<file path="src/rtl/cpu_pkg.sv">
// Shared CPU definitions: PC sequencer state encoding, default PC width and
// the control-flow opcodes the decoder and sequencer agree on.
package cpu_pkg;

    // Default instruction address width (ROM depth 2^8).
    localparam int unsigned DefaultPcW = 8;

    // Opcode field of the 9-bit instruction word.
    localparam int unsigned OpcodeW = 4;

    localparam logic [OpcodeW-1:0] OpHalt   = 4'hF;
    localparam logic [OpcodeW-1:0] OpBr     = 4'hC;
    localparam logic [OpcodeW-1:0] OpBrEven = 4'hD;

    typedef enum logic [1:0] {
        StIdle   = 2'd0,
        StRun    = 2'd1,
        StHalted = 2'd2
    } pc_state_t;

endpackage

</file>
<file path="src/rtl/pc_sequencer_if.sv">
// Control/fetch bundle between the decode/branch logic and the PC sequencer.
// Optional macro PC_SEQ_PERF_EN adds the retired-instruction counter readout.
interface pc_sequencer_if #(
    parameter int unsigned PC_W = cpu_pkg::DefaultPcW
);

    logic            start;
    logic [PC_W-1:0] start_addr;
    logic            stall;
    logic            halt_req;
    logic            br_taken;
    logic [PC_W-1:0] br_target;

    logic [PC_W-1:0] inst_addr;
    logic            exec_en;
    logic            running;
    logic            done;
    logic            fault;
`ifdef PC_SEQ_PERF_EN
    logic [15:0]     retired_cnt;
`endif

    // Decoder / control side.
    modport master (
        output start,
        output start_addr,
        output stall,
        output halt_req,
        output br_taken,
        output br_target,
        input  inst_addr,
        input  exec_en,
        input  running,
        input  done,
        input  fault
`ifdef PC_SEQ_PERF_EN
        ,
        input  retired_cnt
`endif
    );

    // Sequencer side.
    modport slave (
        input  start,
        input  start_addr,
        input  stall,
        input  halt_req,
        input  br_taken,
        input  br_target,
        output inst_addr,
        output exec_en,
        output running,
        output done,
        output fault
`ifdef PC_SEQ_PERF_EN
        ,
        output retired_cnt
`endif
    );

endinterface

</file>
<file path="src/rtl/pc_next_sel.sv">
// Combinational next-PC selection for the RUN state, with address-space
// overrun detection on the pre-increment PC (no wrap-around allowed).
module pc_next_sel #(
    parameter int unsigned PC_W = cpu_pkg::DefaultPcW
) (
    input  logic [PC_W-1:0] pc_i,
    input  logic            stall_i,
    input  logic            halt_req_i,
    input  logic            br_taken_i,
    input  logic [PC_W-1:0] br_target_i,
    output logic [PC_W-1:0] pc_next_o,
    output logic            overrun_o
);

    // Priority: stall, halt, branch, overrun, sequential increment.
    always_comb begin
        pc_next_o = pc_i;
        overrun_o = 1'b0;
        if (stall_i || halt_req_i) begin
            pc_next_o = pc_i;
        end else if (br_taken_i) begin
            pc_next_o = br_target_i;
        end else if (pc_i == '1) begin
            // Last ROM word executed with nowhere to go: hold and flag.
            overrun_o = 1'b1;
        end else begin
            pc_next_o = pc_i + 1'b1;
        end
    end

endmodule

</file>
<file path="src/rtl/pc_sequencer.sv">
// Program-counter sequencer: owns the ROM fetch address, launches programs
// from a selectable entry point, branches, and stops on HALT or PC overrun.
// Optional macro PC_SEQ_PERF_EN adds a saturating retired-instruction counter.
module pc_sequencer
    import cpu_pkg::*;
#(
    parameter int unsigned PC_W       = DefaultPcW,
    parameter int unsigned RESET_ADDR = 0
) (
    input logic           CLK,
    input logic           reset,
    pc_sequencer_if.slave bus
);

    localparam logic [PC_W-1:0] ResetPc = PC_W'(RESET_ADDR);

    pc_state_t       state_q, state_d;
    logic [PC_W-1:0] pc_q, pc_d;
    logic [PC_W-1:0] pc_next;
    logic            fault_q, fault_d;
    logic            overrun;
    logic            running;
    logic            exec_en;

    pc_next_sel #(
        .PC_W (PC_W)
    ) u_next_sel (
        .pc_i        (pc_q),
        .stall_i     (bus.stall),
        .halt_req_i  (bus.halt_req),
        .br_taken_i  (bus.br_taken),
        .br_target_i (bus.br_target),
        .pc_next_o   (pc_next),
        .overrun_o   (overrun)
    );

    // State, PC and fault registers with synchronous reset.
    always_ff @(posedge CLK) begin
        if (reset) begin
            state_q <= StIdle;
            pc_q    <= ResetPc;
            fault_q <= 1'b0;
        end else begin
            state_q <= state_d;
            pc_q    <= pc_d;
            fault_q <= fault_d;
        end
    end

    // Next-state, next-PC and fault logic.
    always_comb begin
        state_d = state_q;
        pc_d    = pc_q;
        fault_d = fault_q;
        unique case (state_q)
            StIdle: begin
                if (bus.start) begin
                    pc_d    = bus.start_addr;
                    state_d = StRun;
                end
            end
            StRun: begin
                pc_d = pc_next;
                if (!bus.stall && bus.halt_req) begin
                    state_d = StHalted;
                end else if (overrun) begin
                    state_d = StHalted;
                    fault_d = 1'b1;
                end
            end
            StHalted: begin
                if (bus.start) begin
                    fault_d = 1'b0;
                    pc_d    = bus.start_addr;
                    state_d = StRun;
                end
            end
            default: begin
                state_d = StIdle;
                pc_d    = ResetPc;
            end
        endcase
    end

    assign running = (state_q == StRun);
    // Only combinational input-to-output path: stall suppresses commit.
    assign exec_en = running && !bus.stall;

    assign bus.inst_addr = pc_q;
    assign bus.running   = running;
    assign bus.exec_en   = exec_en;
    assign bus.done      = (state_q == StHalted);
    assign bus.fault     = fault_q;

`ifdef PC_SEQ_PERF_EN
    logic [15:0] retired_q;

    // Saturating commit counter; a start is only accepted outside RUN.
    always_ff @(posedge CLK) begin
        if (reset) begin
            retired_q <= '0;
        end else if (bus.start && !running) begin
            retired_q <= '0;
        end else if (exec_en && (retired_q != 16'hFFFF)) begin
            retired_q <= retired_q + 16'd1;
        end
    end

    assign bus.retired_cnt = retired_q;
`endif

endmodule

</file>
<file path="src/flat_wrapper.sv">
// flat-port wrapper written by rule: the top's interface ports become plain ports
module pc_sequencer_flat import cpu_pkg::*;
#(
    parameter int unsigned PC_W       = DefaultPcW,
    parameter int unsigned RESET_ADDR = 0
)
  (CLK, reset, bus_start, bus_start_addr, bus_stall, bus_halt_req, bus_br_taken, bus_br_target, bus_inst_addr, bus_exec_en, bus_running, bus_done, bus_fault);
  pc_sequencer_if #(.PC_W(PC_W)) bus_i ();
  input logic CLK;
  input logic reset;
  input wire logic [$bits(bus_i.start)-1:0] bus_start;
  input wire logic [$bits(bus_i.start_addr)-1:0] bus_start_addr;
  input wire logic [$bits(bus_i.stall)-1:0] bus_stall;
  input wire logic [$bits(bus_i.halt_req)-1:0] bus_halt_req;
  input wire logic [$bits(bus_i.br_taken)-1:0] bus_br_taken;
  input wire logic [$bits(bus_i.br_target)-1:0] bus_br_target;
  output wire logic [$bits(bus_i.inst_addr)-1:0] bus_inst_addr;
  output wire logic [$bits(bus_i.exec_en)-1:0] bus_exec_en;
  output wire logic [$bits(bus_i.running)-1:0] bus_running;
  output wire logic [$bits(bus_i.done)-1:0] bus_done;
  output wire logic [$bits(bus_i.fault)-1:0] bus_fault;
  assign bus_i.start = bus_start;
  assign bus_i.start_addr = bus_start_addr;
  assign bus_i.stall = bus_stall;
  assign bus_i.halt_req = bus_halt_req;
  assign bus_i.br_taken = bus_br_taken;
  assign bus_i.br_target = bus_br_target;
  assign bus_inst_addr = bus_i.inst_addr;
  assign bus_exec_en = bus_i.exec_en;
  assign bus_running = bus_i.running;
  assign bus_done = bus_i.done;
  assign bus_fault = bus_i.fault;
  pc_sequencer #(.PC_W(PC_W), .RESET_ADDR(RESET_ADDR)) u_core (.CLK(CLK), .reset(reset), .bus(bus_i));
endmodule
</file>
<file path="config.mk">
export PLATFORM = sky130hd
export DESIGN_NAME = pc_sequencer_flat
export DESIGN_NICKNAME = d
export VERILOG_FILES = /design/src/rtl/cpu_pkg.sv /design/src/rtl/pc_sequencer_if.sv /design/src/rtl/pc_next_sel.sv /design/src/rtl/pc_sequencer.sv /design/src/flat_wrapper.sv
export SDC_FILE = /design/constraint.sdc
export NUM_CORES = 1
export LEC_CHECK = 0
export CORE_MARGIN = 5
export CORE_UTILIZATION = 51
export CTS_BUF_LIST = sky130_fd_sc_hd__clkbuf_8
export DETAILED_ROUTE_END_ITERATION = 8
export PLACE_DENSITY_LB_ADDON = 0.25
export SLEW_MARGIN = 10
export SYNTH_ARGS = -nofsm -noshare
export SYNTH_HDL_FRONTEND = slang
export SYNTH_HIERARCHICAL = 1
export SYNTH_SLANG_ARGS = --single-unit
</file>
<file path="constraint.sdc">
create_clock -name CLK -period 2.7 [get_ports CLK]
set_input_delay 0.81 -clock CLK [delete_from_list [all_inputs] [get_ports CLK]]
set_output_delay 0.81 -clock CLK [all_outputs]
set_load 0.05 [all_outputs]
</file>
==> results by group <==
Status
  • Status: completed

STA
  • PnR worst setup slack: 296 ps
  • Tightest Pin Transition: 503 ps
  • Setup TNS Final: 0 ps
  • Final Critical Period: 2400 ps
  • Hold Violations, Final: 0
  • Rel. slew slack: 0.664
  • Max-slew violations: 0
  • RSZ-0062 raised after global routing: false
  • Setup violators final: 0
  • Final Skew: 3.83 ps
  • Final Cycle Share: 0.890
  • Peak Freq: 0.416 GHz

CTS
  • Setup bufs post-CTS: 0
  • Clock-pin slew on the worst setup and hold paths: 50 ps
  • Clock latency at the later pin of the worst-skew pair: 230 ps
  • CTS max path bufs: 2
  • Post-CTS Resized: 0
  • H-tree levels: 1
  • Clk root buf: clkbuf_8
  • # hold bufs at CTS: 0
  • Sinks on the clock net: 11
  • Cts bufs inserted: 3
  • CTS tree: yes

Yosys
  • Share of the yosys chip area belonging to registers: 0.213
  • Synth cell types: 36
  • Syn Nets: 145
  • Number of synthesized flops with an enable pin: 0
  • Primary FF master, synth: dfxtp_1
  • Async SR Flop Fraction: 0
  • Syn_area_per_cell: 8.48 µm²
  • Synthesis warning total: 6
  • Mapped cell area: 1030 µm²
  • Mapped Cells: 122
  • FF+latch count, synth: 11

Power and ir drop
  • Leak: 0.000504 µW
  • PwrDens: 419 nW/µm²
  • Max VDD drop: 0.315 mV

Place
  • Setup slack at placement: 190 ps
  • Placer Congestion: 0.872
  • Post-DP HPWL: 2.11 mm
  • Buffers added on ports: 33

Route
  • Routed len/inst: 15.6 µm
  • Total wire length: 2.86 mm
  • # DRC: 0
  • Pre-Repair DR Iteration Count: 4
  • Post-DRT Antenna Nets: 0
  • Vias per Instance: 5.66
  • Initial DRC count: 8
  • Total number of vias: 1036

Floorplanning
  • Core box area: 1940 µm²
  • Io pins: 34
  • Chip Width: 55.0 µm
  • Num rows: 16
  • Die height: 55.0 µm
  • Initial Util: 0.533
  • Die area: 3030 µm²

Worst setup path
  • Worst endpoint data arrival time: 1590 ps
  • Worst-path fanout max: 4
  • CP Class: input pin to output port
  • Worst r2r src: u_core/bus.inst_addr[0]$_SDFFE_PP0P_
  • Startpoint Class: input pin
  • Type of element capturing the critical path: output port
  • Worst path required time: 1890 ps
  • Critical Path Source: bus_stall

Global route
  • Total grt overflow: 0
  • Initial antenna violation count: 0
  • First-pass GRT wire length: 4.62 mm
  • Tot GR Track Use: 0.211
  • Number of global-route vias before repair: 1003
  • Largest net degree at the start of global routing: 22

Final layout
  • Most common cell after layout, fill and taps aside: clkdlybuf4s50_1
  • Area growth from synthesis to layout: 37.4%
  • Share of cells above drive strength 1: 0.224
  • Most frequent cells in the layout: 30 x clkdlybuf4s50_1, 16 x a211oi_2, 12 x a21oi_1
  • # diodes: 0
  • Fill cell count: 165
  • Nets: 180

Worst hold path
  • Hold Crit Start: u_core/bus.fault$_SDFFE_PP0P_
  • HP Class: flop to flop

Job
  • Max cap viols: 0
cell families after synthesis:
family / count (synthesis) / synth area share
buffers and inverters: 13 / 0.103
adders and majority gates: 1 / 0.0121
and+or+nand+nor: 51 / 0.306
muxes: 1 / 0.00967
AOI/OAI and AO/OA: 45 / 0.357
DFF: 11 / 0.213
layout make-up:
type	count	area [µm²]	share of cell area
Tap cell	27	33.8	0.0238
Clock buffer	3	41.3	0.0290
Clock inverter	1	3.75	0.00264
Sequential cell	11	220	0.155
Timing Repair Buffer	40	400	0.282
Multi-Input combinational cell	98	711	0.500
Inverter	3	11.3	0.00792
registers in the layout, indices dropped and copies added, names as in the netlist:
name                  count
u_core/bus.fault          1
u_core/bus.inst_addr      8
u_core/state_q            2
stage by stage:
| step | utilization | instance area [µm²] | hold WS (ps) | cells | power [µW] |
|---|---|---|---|---|---|
| 6_report | 0.732 | 1420 | 488 | 183 | 595 |
| 5_1_grt | 0.732 | 1420 | 527 | 183 | 627 |
| 4_1_cts | 0.732 | 1420 | 490 | 183 | 598 |
| 3_5_place_dp | 0.709 | 1380 | 484 | 179 | 438 |
| 3_3_place_gp | 0.709 | 1380 | 472 | 179 | 432 |
| 2_1_floorplan | - | 1040 | 577 | 122 | 354 |
critical path, stage by stage:
cell,delay (ps)
clkdlybuf4s50_1,460
nor2b_2,170
buf_12,150
final timing paths:
path	to	slack, ps	depth (start not counted)
hold / removal	u_core/bus.fault$_SDFFE_PP0P_	490	2
setup reg to reg	u_core/state_q[1]$_SDFFE_PP0P_	670	6
setup / recovery	bus_exec_en	300	3
hold reg to reg	u_core/bus.fault$_SDFFE_PP0P_	490	2
layer usage:
| layer | global-route usage | wire, µm | up-vias |
|---|---|---|---|
| li1 | - | - | 527 |
| met1 | 0.268 | 1260 | 479 |
| met2 | 0.368 | 1420 | 28 |
| met3 | 0.0456 | 162 | 2 |
| met4 | 0.0364 | 12 | 0 |
| met5 | 0 | 0 | - |
cells in the mapped netlist (all sizes together), types with 2 or more instances:
library cell,number,area share
inv,3,0.011
clkbuf,3,0.021
a21oi,12,0.058
nor3,2,0.0097
nand4,3,0.033
a211oi,16,0.19
o22ai,8,0.048
nand2b,11,0.067
and3,2,0.018
or2,2,0.012
nand2,2,0.0073
nor2b,11,0.067
o21ai,6,0.033
nand3,7,0.034
dfxtp,11,0.21
nor2,6,0.022
buf,7,0.071
power breakdown:
group          internal, µW  leakage, µW  total (µW)  switching, µW
clock network          99.5    0.0000269         157           57.8
registers               176    0.0000908         194           18.2
logic                   109     0.000386         243            134
Power figures use the tool's default switching activity.
